### src/rtl/bitty_pkg.sv
// Shared types and constants for the BittyPro execute controller.
package bitty_pkg;
  localparam int DATA_W   = 16;
  localparam int NUM_REGS = 8;
  localparam int REG_AW   = 3;

  typedef enum logic [1:0] {S_IDLE, S_READ, S_EXEC, S_WB} state_e;

  localparam logic [1:0] FMT_ALU = 2'b00;
  localparam logic [1:0] FMT_LDI = 2'b01;
  localparam logic [1:0] FMT_CMP = 2'b10;
  localparam logic [1:0] FMT_ILL = 2'b11;

  // Instruction field positions
  localparam int RX_LSB  = 13;
  localparam int RY_LSB  = 10;
  localparam int MODE_B  = 9;
  localparam int SEL_LSB = 5;
  localparam int IMM_LSB = 5;
  localparam int IMM_W   = 8;
  localparam int UC_B    = 4;
  localparam int RSV_LSB = 2;
  localparam int FMT_LSB = 0;
endpackage

### src/rtl/bitty_regfile.sv
// NUM_REGS x DATA_W register file: two async operand reads, debug read, one sync write.
module bitty_regfile
  import bitty_pkg::*;
#(
  parameter int NUM_REGS = bitty_pkg::NUM_REGS,
  parameter int DATA_W   = bitty_pkg::DATA_W,
  parameter int AW       = $clog2(NUM_REGS)
) (
  input  logic              clk,
  input  logic              reset_n,
  input  logic              we_i,
  input  logic [AW-1:0]     waddr_i,
  input  logic [DATA_W-1:0] wdata_i,
  input  logic [AW-1:0]     raddr_a_i,
  output logic [DATA_W-1:0] rdata_a_o,
  input  logic [AW-1:0]     raddr_b_i,
  output logic [DATA_W-1:0] rdata_b_o,
  input  logic [AW-1:0]     dbg_addr_i,
  output logic [DATA_W-1:0] dbg_data_o
);
  logic [DATA_W-1:0] rf_q [NUM_REGS];

  always_ff @(posedge clk) begin
    if (!reset_n) begin
      for (int i = 0; i < NUM_REGS; i++) rf_q[i] <= '0;
    end else if (we_i) begin
      rf_q[waddr_i] <= wdata_i;
    end
  end

  assign rdata_a_o  = rf_q[raddr_a_i];
  assign rdata_b_o  = rf_q[raddr_b_i];
  assign dbg_data_o = rf_q[dbg_addr_i];
endmodule

### src/rtl/bitty_exec_ctrl.sv
// Four-state execute controller wrapped around the external combinational BittyPro ALU.
module bitty_exec_ctrl
  import bitty_pkg::*;
#(
  parameter int NUM_REGS = bitty_pkg::NUM_REGS,
  parameter int DATA_W   = bitty_pkg::DATA_W,
  localparam int AW      = $clog2(NUM_REGS)
) (
  input  logic              clk,
  input  logic              reset_n,
  input  logic [15:0]       instr,
  input  logic              instr_valid,
  output logic              instr_ready,
  output logic [DATA_W-1:0] alu_a,
  output logic [DATA_W-1:0] alu_b,
  output logic              alu_mode,
  output logic [3:0]        alu_select,
  output logic              alu_carry_in,
  input  logic [DATA_W-1:0] alu_out,
  input  logic              alu_carry_out,
  input  logic              alu_compare,
  output logic              done,
  output logic              carry_flag,
  output logic              eq_flag,
  output logic              illegal,
  input  logic [AW-1:0]     dbg_addr,
  output logic [DATA_W-1:0] dbg_data
);
  state_e            state_q, state_d;
  logic [15:0]       ir_q;
  logic [DATA_W-1:0] reg_a_q, reg_b_q, result_q;
  logic              cout_q, cmp_q, carry_q, eq_q;
  logic [DATA_W-1:0] rd_a, rd_b, wdata;
  logic              we;

  logic [AW-1:0] rx, ry;
  logic [1:0]    fmt;
  logic          mode, use_carry, unused_rsvd;
  assign rx          = ir_q[RX_LSB +: AW];
  assign ry          = ir_q[RY_LSB +: AW];
  assign mode        = ir_q[MODE_B];
  assign use_carry   = ir_q[UC_B];
  assign fmt         = ir_q[FMT_LSB +: 2];
  assign unused_rsvd = ^ir_q[RSV_LSB +: 2];

  always_ff @(posedge clk) begin
    if (!reset_n) state_q <= S_IDLE;
    else          state_q <= state_d;
  end

  always_comb begin
    state_d     = state_q;
    instr_ready = 1'b0;
    done        = 1'b0;
    illegal     = 1'b0;
    unique case (state_q)
      S_IDLE: begin
        instr_ready = 1'b1;
        if (instr_valid) state_d = S_READ;
      end
      S_READ:  state_d = S_EXEC;
      S_EXEC:  state_d = S_WB;
      S_WB: begin
        done    = 1'b1;
        illegal = (fmt == FMT_ILL);
        state_d = S_IDLE;
      end
      default: state_d = S_IDLE;
    endcase
  end

  // Flags move only in S_WB, so a reset before then leaves no architectural trace.
  always_ff @(posedge clk) begin
    if (!reset_n) begin
      ir_q     <= '0;
      reg_a_q  <= '0;
      reg_b_q  <= '0;
      result_q <= '0;
      cout_q   <= 1'b0;
      cmp_q    <= 1'b0;
      carry_q  <= 1'b0;
      eq_q     <= 1'b0;
    end else begin
      unique case (state_q)
        S_IDLE: if (instr_valid) ir_q <= instr;
        S_READ: begin
          reg_a_q <= rd_a;
          reg_b_q <= rd_b;
        end
        S_EXEC: begin
          result_q <= alu_out;
          cout_q   <= alu_carry_out;
          cmp_q    <= alu_compare;
        end
        S_WB: begin
          if (fmt == FMT_ALU || fmt == FMT_CMP) begin
            eq_q <= cmp_q;
            if (!mode) carry_q <= cout_q;
          end
        end
        default: ;
      endcase
    end
  end

  assign we    = (state_q == S_WB) && (fmt == FMT_ALU || fmt == FMT_LDI);
  assign wdata = (fmt == FMT_LDI) ? DATA_W'(ir_q[IMM_LSB +: IMM_W]) : result_q;

  bitty_regfile #(.NUM_REGS(NUM_REGS), .DATA_W(DATA_W)) u_rf (
    .clk        (clk),
    .reset_n    (reset_n),
    .we_i       (we),
    .waddr_i    (rx),
    .wdata_i    (wdata),
    .raddr_a_i  (rx),
    .rdata_a_o  (rd_a),
    .raddr_b_i  (ry),
    .rdata_b_o  (rd_b),
    .dbg_addr_i (dbg_addr),
    .dbg_data_o (dbg_data)
  );

  assign alu_a        = reg_a_q;
  assign alu_b        = reg_b_q;
  assign alu_mode     = mode;
  assign alu_select   = ir_q[SEL_LSB +: 4];
  assign alu_carry_in = use_carry & carry_q;
  assign carry_flag   = carry_q;
  assign eq_flag      = eq_q;
endmodule
### config.mk
export PLATFORM = sky130hd
export DESIGN_NAME = bitty_exec_ctrl
export DESIGN_NICKNAME = d
export VERILOG_FILES = /design/src/rtl/bitty_pkg.sv /design/src/rtl/bitty_regfile.sv /design/src/rtl/bitty_exec_ctrl.sv
export SDC_FILE = /design/constraint.sdc
export NUM_CORES = 1
export LEC_CHECK = 0
export ABC_AREA = 1
export CORE_MARGIN = 2
export CORE_UTILIZATION = 35
export CTS_CLUSTER_SIZE = 30
export DETAILED_ROUTE_END_ITERATION = 8
export PLACE_DENSITY = 0.62
export SLEW_MARGIN = 20
export SYNTH_ARGS = -nofsm -noshare
export SYNTH_HDL_FRONTEND = slang
export SYNTH_SLANG_ARGS = --single-unit
### constraint.sdc
create_clock -name clk -period 1.9 [get_ports clk]
set_input_delay 0.285 -clock clk [delete_from_list [all_inputs] [get_ports clk]]
set_output_delay 0.285 -clock clk [all_outputs]
set_load 0.03 [all_outputs]
Word level (Yosys, flattened, before mapping)

Memory sizes are Yosys's and may differ from the RTL's. A register that Yosys moved wholly into a read port is not among the register bits.
Cells that the tools add are included.

Equality and inequality tests: 7
Muxes and demuxes: 13
Bitwise operators: 2
Reductions and logical operators: 11

Operators by type and width:

| operator                                             | number |
|---|---|
| two-way mux 16 bit                                   | 2 |
| OR reduction 16 bit                                  | 1 |
| equality test 2 bit (second input constant)          | 4 |
| two-way mux 1 bit                                    | 8 |
| case mux 2 bit (4 select lines)                      | 1 |
| equality test 2 x 1 -> 1 bit (second input constant) | 2 |
| zero test 2 bit                                      | 2 |
| AND reduction 2 bit                                  | 2 |
| two-way mux 3 bit                                    | 1 |
| AND reduction 3 bit                                  | 1 |
| zero test 1 bit                                      | 2 |
| logical OR 1 bit                                     | 2 |
| two-way mux 2 bit                                    | 1 |
| != test 2 bit (second input constant)                | 1 |
| AND 1 bit                                            | 1 |
| logical AND 1 bit                                    | 1 |
| inverter 1 bit                                       | 1 |

Flip-flop bits (word level): 38
Bits in writable memories: 128
Input port bits: 40
Output and inout bits: 59
Logic and storage cells: 41
Memories: 1

Memories:

| name      | depth | bits a word | read ports | clocked after Yosys merged registers in | write ports | RTL line            | text |
|---|---|---|---|---|---|---|---|
| u_rf.rf_q | 8     | 16          | 3          | 2                                       | 8           | bitty_regfile.sv:21 | `logic [DATA_W-1:0] rf_q [NUM_REGS];` |

Depth between registers and ports, before layout

Gate-level depths: netlist of the first run.

Word-level depth: 8
Depth in mapped cells: 8
Mapped depth without buffers: 6

Cells and area by module

Synthesis of the first run repeated with hierarchy kept, for this count alone.

Cell total of the unflattened synthesis: 1679
Area, all modules: 11394.7 um2

Modules (own cells, without submodules):

| module          | instances | cells an instance | area each (um2) | sequential area each (um2) |
|---|---|---|---|---|
| bitty_regfile   | 1         | 1330              | 8750.9          | 3843.7 |
| bitty_exec_ctrl | 1         | 349               | 2643.8          | 1361.3 |

Worst setup path before layout of the first run

No wires, ideal clock.

Path type: register to register
Start point: register state_q[0]
End point: memory u_rf.rf_q[0][0] (enable)
Library setup time: 372 ps
Arrival: 1772 ps
Data required time: 1528 ps
Setup slack: -244 ps
Stages on the path, launching flop included: 7
Buffers on the path: 1
Period minus slack after synthesis: 2144 ps
Path through: dfxtp_1 -> ha_1 -> nand3_1 -> nor2_2 -> nand2_2 -> buf_2 -> nand2_1

RTL lines:

| what                     | RTL line              | text |
|---|---|---|
| start: declaration       | bitty_exec_ctrl.sv:29 | `state_e state_q, state_d;` |
| start signal: assignment | bitty_exec_ctrl.sv:48 | `else state_q <= state_d;` |
| end: declaration         | bitty_regfile.sv:21   |  |

==> results of run 1 <==
[power by group through the flow]
stage | combinational, uW | sequential (uW) | clock, uW
after CTS | 6360 | 5540 | 3780
after floorplan | 3380 | 6120 | 0
final | 6370 | 5540 | 3700
after detailed placement | 6350 | 5630 | 0
after global placement | 6280 | 5620 | 0
after global routing | 6940 | 5610 | 3940
[sequential cells by signal (all words and copies together), names as in the netlist]
signal	flops
cmp_q	1
carry_flag	1
u_rf.rf_q	128
alu_a	16
state_q	2
ir_q	14
cout_q	1
alu_b	16
eq_flag	1
result_q	16
[worst max-delay path: stages (launching register included)]
cell	delay, ps
edfxtp_1	410
inv_1	100
a21oi_1	60
o21ai_0	80
nand2_1	70
o21a_1	230
buf_12	160
[final timing paths]
path | startpoint | to | depth (start not counted) | slack, ps
setup / recovery | u_rf.rf_q[6][6]$_SDFFCE_PN0P_ | dbg_data[6] | 6 | 60
hold / removal | reset_n | ir_q[13]$_SDFFE_PN0P_ | 4 | 350
setup reg to reg | state_q[0]$_SDFFE_PN0P_ | u_rf.rf_q[7][13]$_SDFFCE_PN0P_ | 6 | 90
hold reg to reg | cout_q$_SDFFE_PN0P_ | carry_flag$_SDFFE_PN0P_ | 2 | 490
[cells in the final DEF (no fill, tap or decap), drive strengths merged, types with 2 or more instances in the layout]
master         instances
nand2                270
nor2                 218
inv                  152
nand3                130
o21ai                130
edfxtp               128
a21oi                 95
buf                   92
clkdlybuf4s50         73
dfxtp                 68
o211ai                64
clkbuf                20
o21a                  16
clkinv                 7
ha                     5
mux2i                  4
nor3                   3
dlygate4sd2            2
[repair_timing]
action,CTS,global route
pin swaps,0,2
setup endpoints to repair,19,12
resized for setup,12,18
setup buffers,0,7
gates cloned,1,0
[cell type report]
class / instances / area (sq um) / share of cell area (%)
timing repair buffer: 169 / 1860 / 14.1
clock buffer: 20 / 468 / 3.55
tap: 396 / 495 / 3.76
multi-input combinational: 936 / 4440 / 33.8
inverter: 149 / 559 / 4.25
sequential: 196 / 5210 / 39.6
clock inverter: 12 / 133 / 1.01
[cells by family (layout without fill, tap and decap cells)]
family / after synthesis / count (layout) / share of synthesized area (%)
and+or+nand+nor: 621 / 621 / 23.7
adders and majority gates: 5 / 5 / 0.583
DFF: 196 / 196 / 48.5
buffers and inverters: 248 / 350 / 10.3
AOI/OAI and AO/OA: 306 / 306 / 16.4
muxes: 4 / 4 / 0.373
[per-layer routing]
metal / global-route usage [%] / wire length (um)
met2: 33.5 / 14900
met3: 3.71 / 3130
met4: 9.42 / 1310
met5: 0 / 0
met1: 29.7 / 14600
[per-stage QoR]
| stage | power, uW | TNS, ps | hold slack (ps) | instances |
|---|---|---|---|---|
| 2_1_floorplan | 9500 | 0 | 420 | 1380 |
| 3_3_place_gp | 11900 | -1950 | 472 | 1838 |
| 3_5_place_dp | 12000 | -2010 | 479 | 1838 |
| 4_1_cts | 15700 | 0 | 346 | 1871 |
| 5_1_grt | 16500 | -5.45 | 373 | 1878 |
| 6_report | 15600 | 0 | 346 | 1878 |
==> key figures, run 1 <==
Synthesis
  • Mean post-synth cell area: between 7 and 8 sq um
  • Synth area leaders: edfxtp_1, dfxtp_1, nand2_1
  • Async SR Flop Fraction: 0%
  • Syn Nets: 1,425
  • Synth Flop Type: edfxtp_1
  • Sequential cell area fraction in the yosys report: 48.5%
  • Ys Warns: 0
  • #FFs+latches synth: 196
  • Synthesized area: 10,700 sq um
  • EDFF count, synth: between 100 and 150
  • Cell taking the most area after synthesis: edfxtp_1
  • Mapped Cells: 1,380
  • Unique masters post-synth: 28
  • Share of the synthesized area in the top cell type: a little over a third
  • Post-synth top cells: nand2_1, nor2_1, inv_1, nand3_1, o21ai_0
  • Most frequent cell after synthesis: nand2_1

STA
  • Max-slew violation count: 0
  • Crit share post-route: 96.7%
  • Least-Margin Pin Slew: 523 ps
  • Post-route minimum period: about 1800 ps
  • Fmax achieved: 0.545 GHz
  • Final setup viols: 0
  • Worst setup margin: 63.5 ps
  • Max-Slew Margin vs Limit: 65.1%
  • Clk_skew: 12.2 ps
  • Final hold vios: 0

Floorplan
  • Area of the die: around 32,000 sq um
  • Initial core utilization: 35.3%
  • DIE WIDTH: 179 um
  • Placeable Area: 30,300 sq um
  • # IOs: 99
  • Die Ht: 179 um
  • Cell Rows: 64

Route
  • WL final: 34,000 um
  • Drt initial violations: 1,083
  • Drt pass-1 iters: 5
  • Post-route ant nets: 0
  • DRC violation count after routing: 0
  • Via Count: ~10,000
  • DR WL/cell: 18.1 um
  • DR vias/cell: 5.24

Job
  • Max-cap violations: 0

Power
  • Sequential share of power: 35.5%
  • Clock power frac: 23.7%
  • VDD IR-drop max: 0.603 mV
  • Switch share: 39.9%
  • Combinational Power Share: 40.8%
  • Sw power: 6230 uW
  • PD cells: ~1200 nW/um^2
  • Cell Int Power: 9380 uW
  • Pleak: 0.00524 uW

GRT
  • Gr ovfl total: 0
  • Global-route wire length before repair: 51,400 um
  • Vias in the first global route: 9,144
  • Global Route Usage Sum: a little over a fifth
  • Initial antenna violation count: 0
  • Largest net degree at the start of global routing: 98

Outcome
  • Status: finished, final reports clean

CTS
  • Clk slew on worst S/H paths: 80 ps
  • CTS tree: done
  • TritonCTS buffer count: 17
  • Clock buffer depth: 2
  • CTS hold repair buffers: 0
  • H-tree levels: 4
  • Skew-Pair Late Insertion Delay: about 440 ps
  • Clock Sink Count: 196
  • Root Driver: clkbuf_16

Worst hold path
  • Worst Hold Class: in2reg

Setup path
  • Crit. End Element: output pin
  • Setup crit start kind: register
  • Crit path kind: reg2out
  • Crit Path Max Fanout: 2
  • Critical Path AT: roughly 1600 ps
  • WP data required: 1620 ps

Placement
  • Pre-CTS setup slack: -172 ps
  • Gpl congestion: approximately 0.81
  • Cell Area, Placed: about 13,000 sq um
  • Final HPWL DP: about 21,000 um
  • IO buf count: 96

Layout
  • Layout area overhead: 22.7%
  • Layout Utilization: 43.4%
  • Design area: 13,200 sq um
  • Final nets: 1,514
  • # fillers: 3,036
  • # diodes: 0
  • Share of post-route cells with drive strength above 1: 11.3%
No activity file was read; power rests on OpenSTA's default activity.
==> run 2: changes to the inputs <==
- CORE_UTILIZATION: 35 -> 53
- PLACE_DENSITY: 0.62 -> 0.84
==> run 2 against run 1 <==
Effect of this change: clock power up 1%; register-to-register slack improved by 30 ps; highest routed layer is now met5; utilization is 21 points higher; sequential power is essentially flat; count of clock-buffer cells in the layout stayed put; worst setup slack about the same; worst hold slack gained 14 ps; first-iteration DRC count up 35%; die area decreased by 33%; combinational power is 3% lower; fmax barely moved.
==> key figures, run 2 (same netlist as run 1, synthesis figures left out) <==
Layout
  • Max reg flops: 128
  • Register area: 5210 sq um
  • Most frequent cells in the layout: nand2_1, nor2_1, inv_1, nand3_1, edfxtp_1
  • Share of post-route cells with drive strength above 1: between 10 and 15%
  • # fillers: 1,672
  • Layout Utilization: between 60 and 70%
  • Footprint of the multi-input gates: roughly 4400 sq um
  • # diodes: 0
  • Layout area overhead: 19.6%
  • Biggest register: u_rf.rf_q
  • Final nets: 1,500
  • Commonest non-fill, non-tap cell in the layout: nand2_1
  • Non-Filler Instances: 1,738

Setup path
  • Crit. End Element: output pin
  • Crit Path Max Fanout: 3
  • Crit path kind: reg2out
  • WP data required: roughly 1600 ps
  • Critical Path AT: 1550 ps
  • Setup crit start kind: register

STA
  • Crit share post-route: between 90% and 100%
  • Final hold vios: 0
  • Clk_skew: 11.0 ps
  • Post-route minimum period: between 1500 and 2000 ps
  • Max-slew violation count: 0
  • Least-Margin Pin Slew: roughly 780 ps
  • Max-Slew Margin vs Limit: 48.2%
  • Fmax achieved: 0.545 GHz
  • Setup TNS: 0 ps
  • Final setup viols: 0

Floorplan
  • Die Ht: 146 um
  • Placeable Area: 20,000 sq um
  • Area of the die: 21,400 sq um
  • Cell Rows: 52
  • DIE WIDTH: around 150 um
  • # IOs: between 90 and 100
  • Initial core utilization: 53.5%

Route
  • Post-route ant nets: 0
  • DR WL/cell: 18.5 um
  • Drt pass-1 iters: 9
  • Via Count: 10,200
  • DRC violation count after routing: 0
  • WL final: around 32,000 um
  • DR vias/cell: 5.84
  • Drt initial violations: 1,467

GRT
  • Global-route wire length before repair: 49,400 um
  • GR peak layer: met2
  • Largest net degree at the start of global routing: 76
  • Grt met1 use: 39.3%
  • Initial antenna violation count: 1
  • GR Util met2: about 47%
  • Vias in the first global route: 9,367
  • Grt met3 use: 6.81%
  • Gr ovfl total: 0
  • Global Route Usage Sum: 29.9%

CTS
  • CTS tree: done
  • Clock Sink Count: 196
  • Clk slew on worst S/H paths: 70 ps
  • H-tree levels: 4
  • Root Driver: clkbuf_16
  • CTS hold repair buffers: 0
  • Skew-Pair Late Insertion Delay: 450 ps
  • TritonCTS buffer count: 17
  • Clock buffer depth: 2

Placement
  • Final HPWL DP: 19,700 um
  • Placed Cells: between 1,500 and 2,000
  • Gpl congestion: 0.882
  • IO buf count: 96

Power
  • Pleak: a little over 0.005 uW
  • PD cells: between 1000 and 1500 nW/um^2
  • VDD IR-drop max: between 0.7 and 0.8 mV

Job
  • Max-cap violations: 0

Outcome
  • Status: finished, final reports clean

Worst hold path
  • Worst Hold Class: in2reg
[run 2: cell type report]
cell class                 instances  area share, %
multi-input combinational        936           34.6
tap                              270           2.63
clock buffer                      20           3.56
inverter                         149           4.36
sequential                       196           40.6
clock inverter                    12           1.19
timing repair buffer             155           13.0
[run 2: critical path, cell delays in order (launching register included)]
cell      delay (ps)
edfxtp_1         380
inv_1            120
a21oi_1           70
o21ai_0           70
nand2_1           80
o21a_1           220
buf_4            180
[run 2: what timing repair did]
action	4_1_cts	5_1_grt
setup buffers	0	4
cloned	0	0
resized for setup	9	12
pin swaps	0	1
endpoints found under the setup margin	19	5
[run 2: report_power, final]
group	internal [uW]	switching (uW)	total, uW
Sequential	5170	394	5570
Clock	2140	1600	3740
Combinational	2130	4060	6190
[run 2: worst paths after layout]
kind | cells after the start | endpoint | slack [ps] | start
worst max-delay path | 6 | dbg_data[1] | 60 | u_rf.rf_q[5][1]$_SDFFCE_PN0P_
worst min-delay path | 4 | ir_q[13]$_SDFFE_PN0P_ | 360 | reset_n
worst max register to register | 4 | u_rf.rf_q[5][15]$_SDFFCE_PN0P_ | 120 | ir_q[0]$_SDFFE_PN0P_
worst min register to register | 2 | carry_flag$_SDFFE_PN0P_ | 490 | cout_q$_SDFFE_PN0P_
[run 2: through the flow]
step | area, sq um | setup WS (ps) | total power [uW] | hold WS [ps]
4_1_cts | 12800 | 1.23 | 15400 | 365
2_1_floorplan | 10700 | 33.2 | 9500 | 420
3_3_place_gp | 12200 | -87.1 | 11600 | 467
5_1_grt | 12800 | -39.9 | 16200 | 376
6_report | 12800 | 63.7 | 15500 | 360
3_5_place_dp | 12200 | -142 | 11700 | 482
[run 2: routing by layer]
metal,wire [um],vias up,part of all wire [%]
li1,-,4719,-
met5,9,-,0.028
met4,1580,2,4.9
met1,12100,4524,38
met3,4210,142,13
met2,14300,765,44
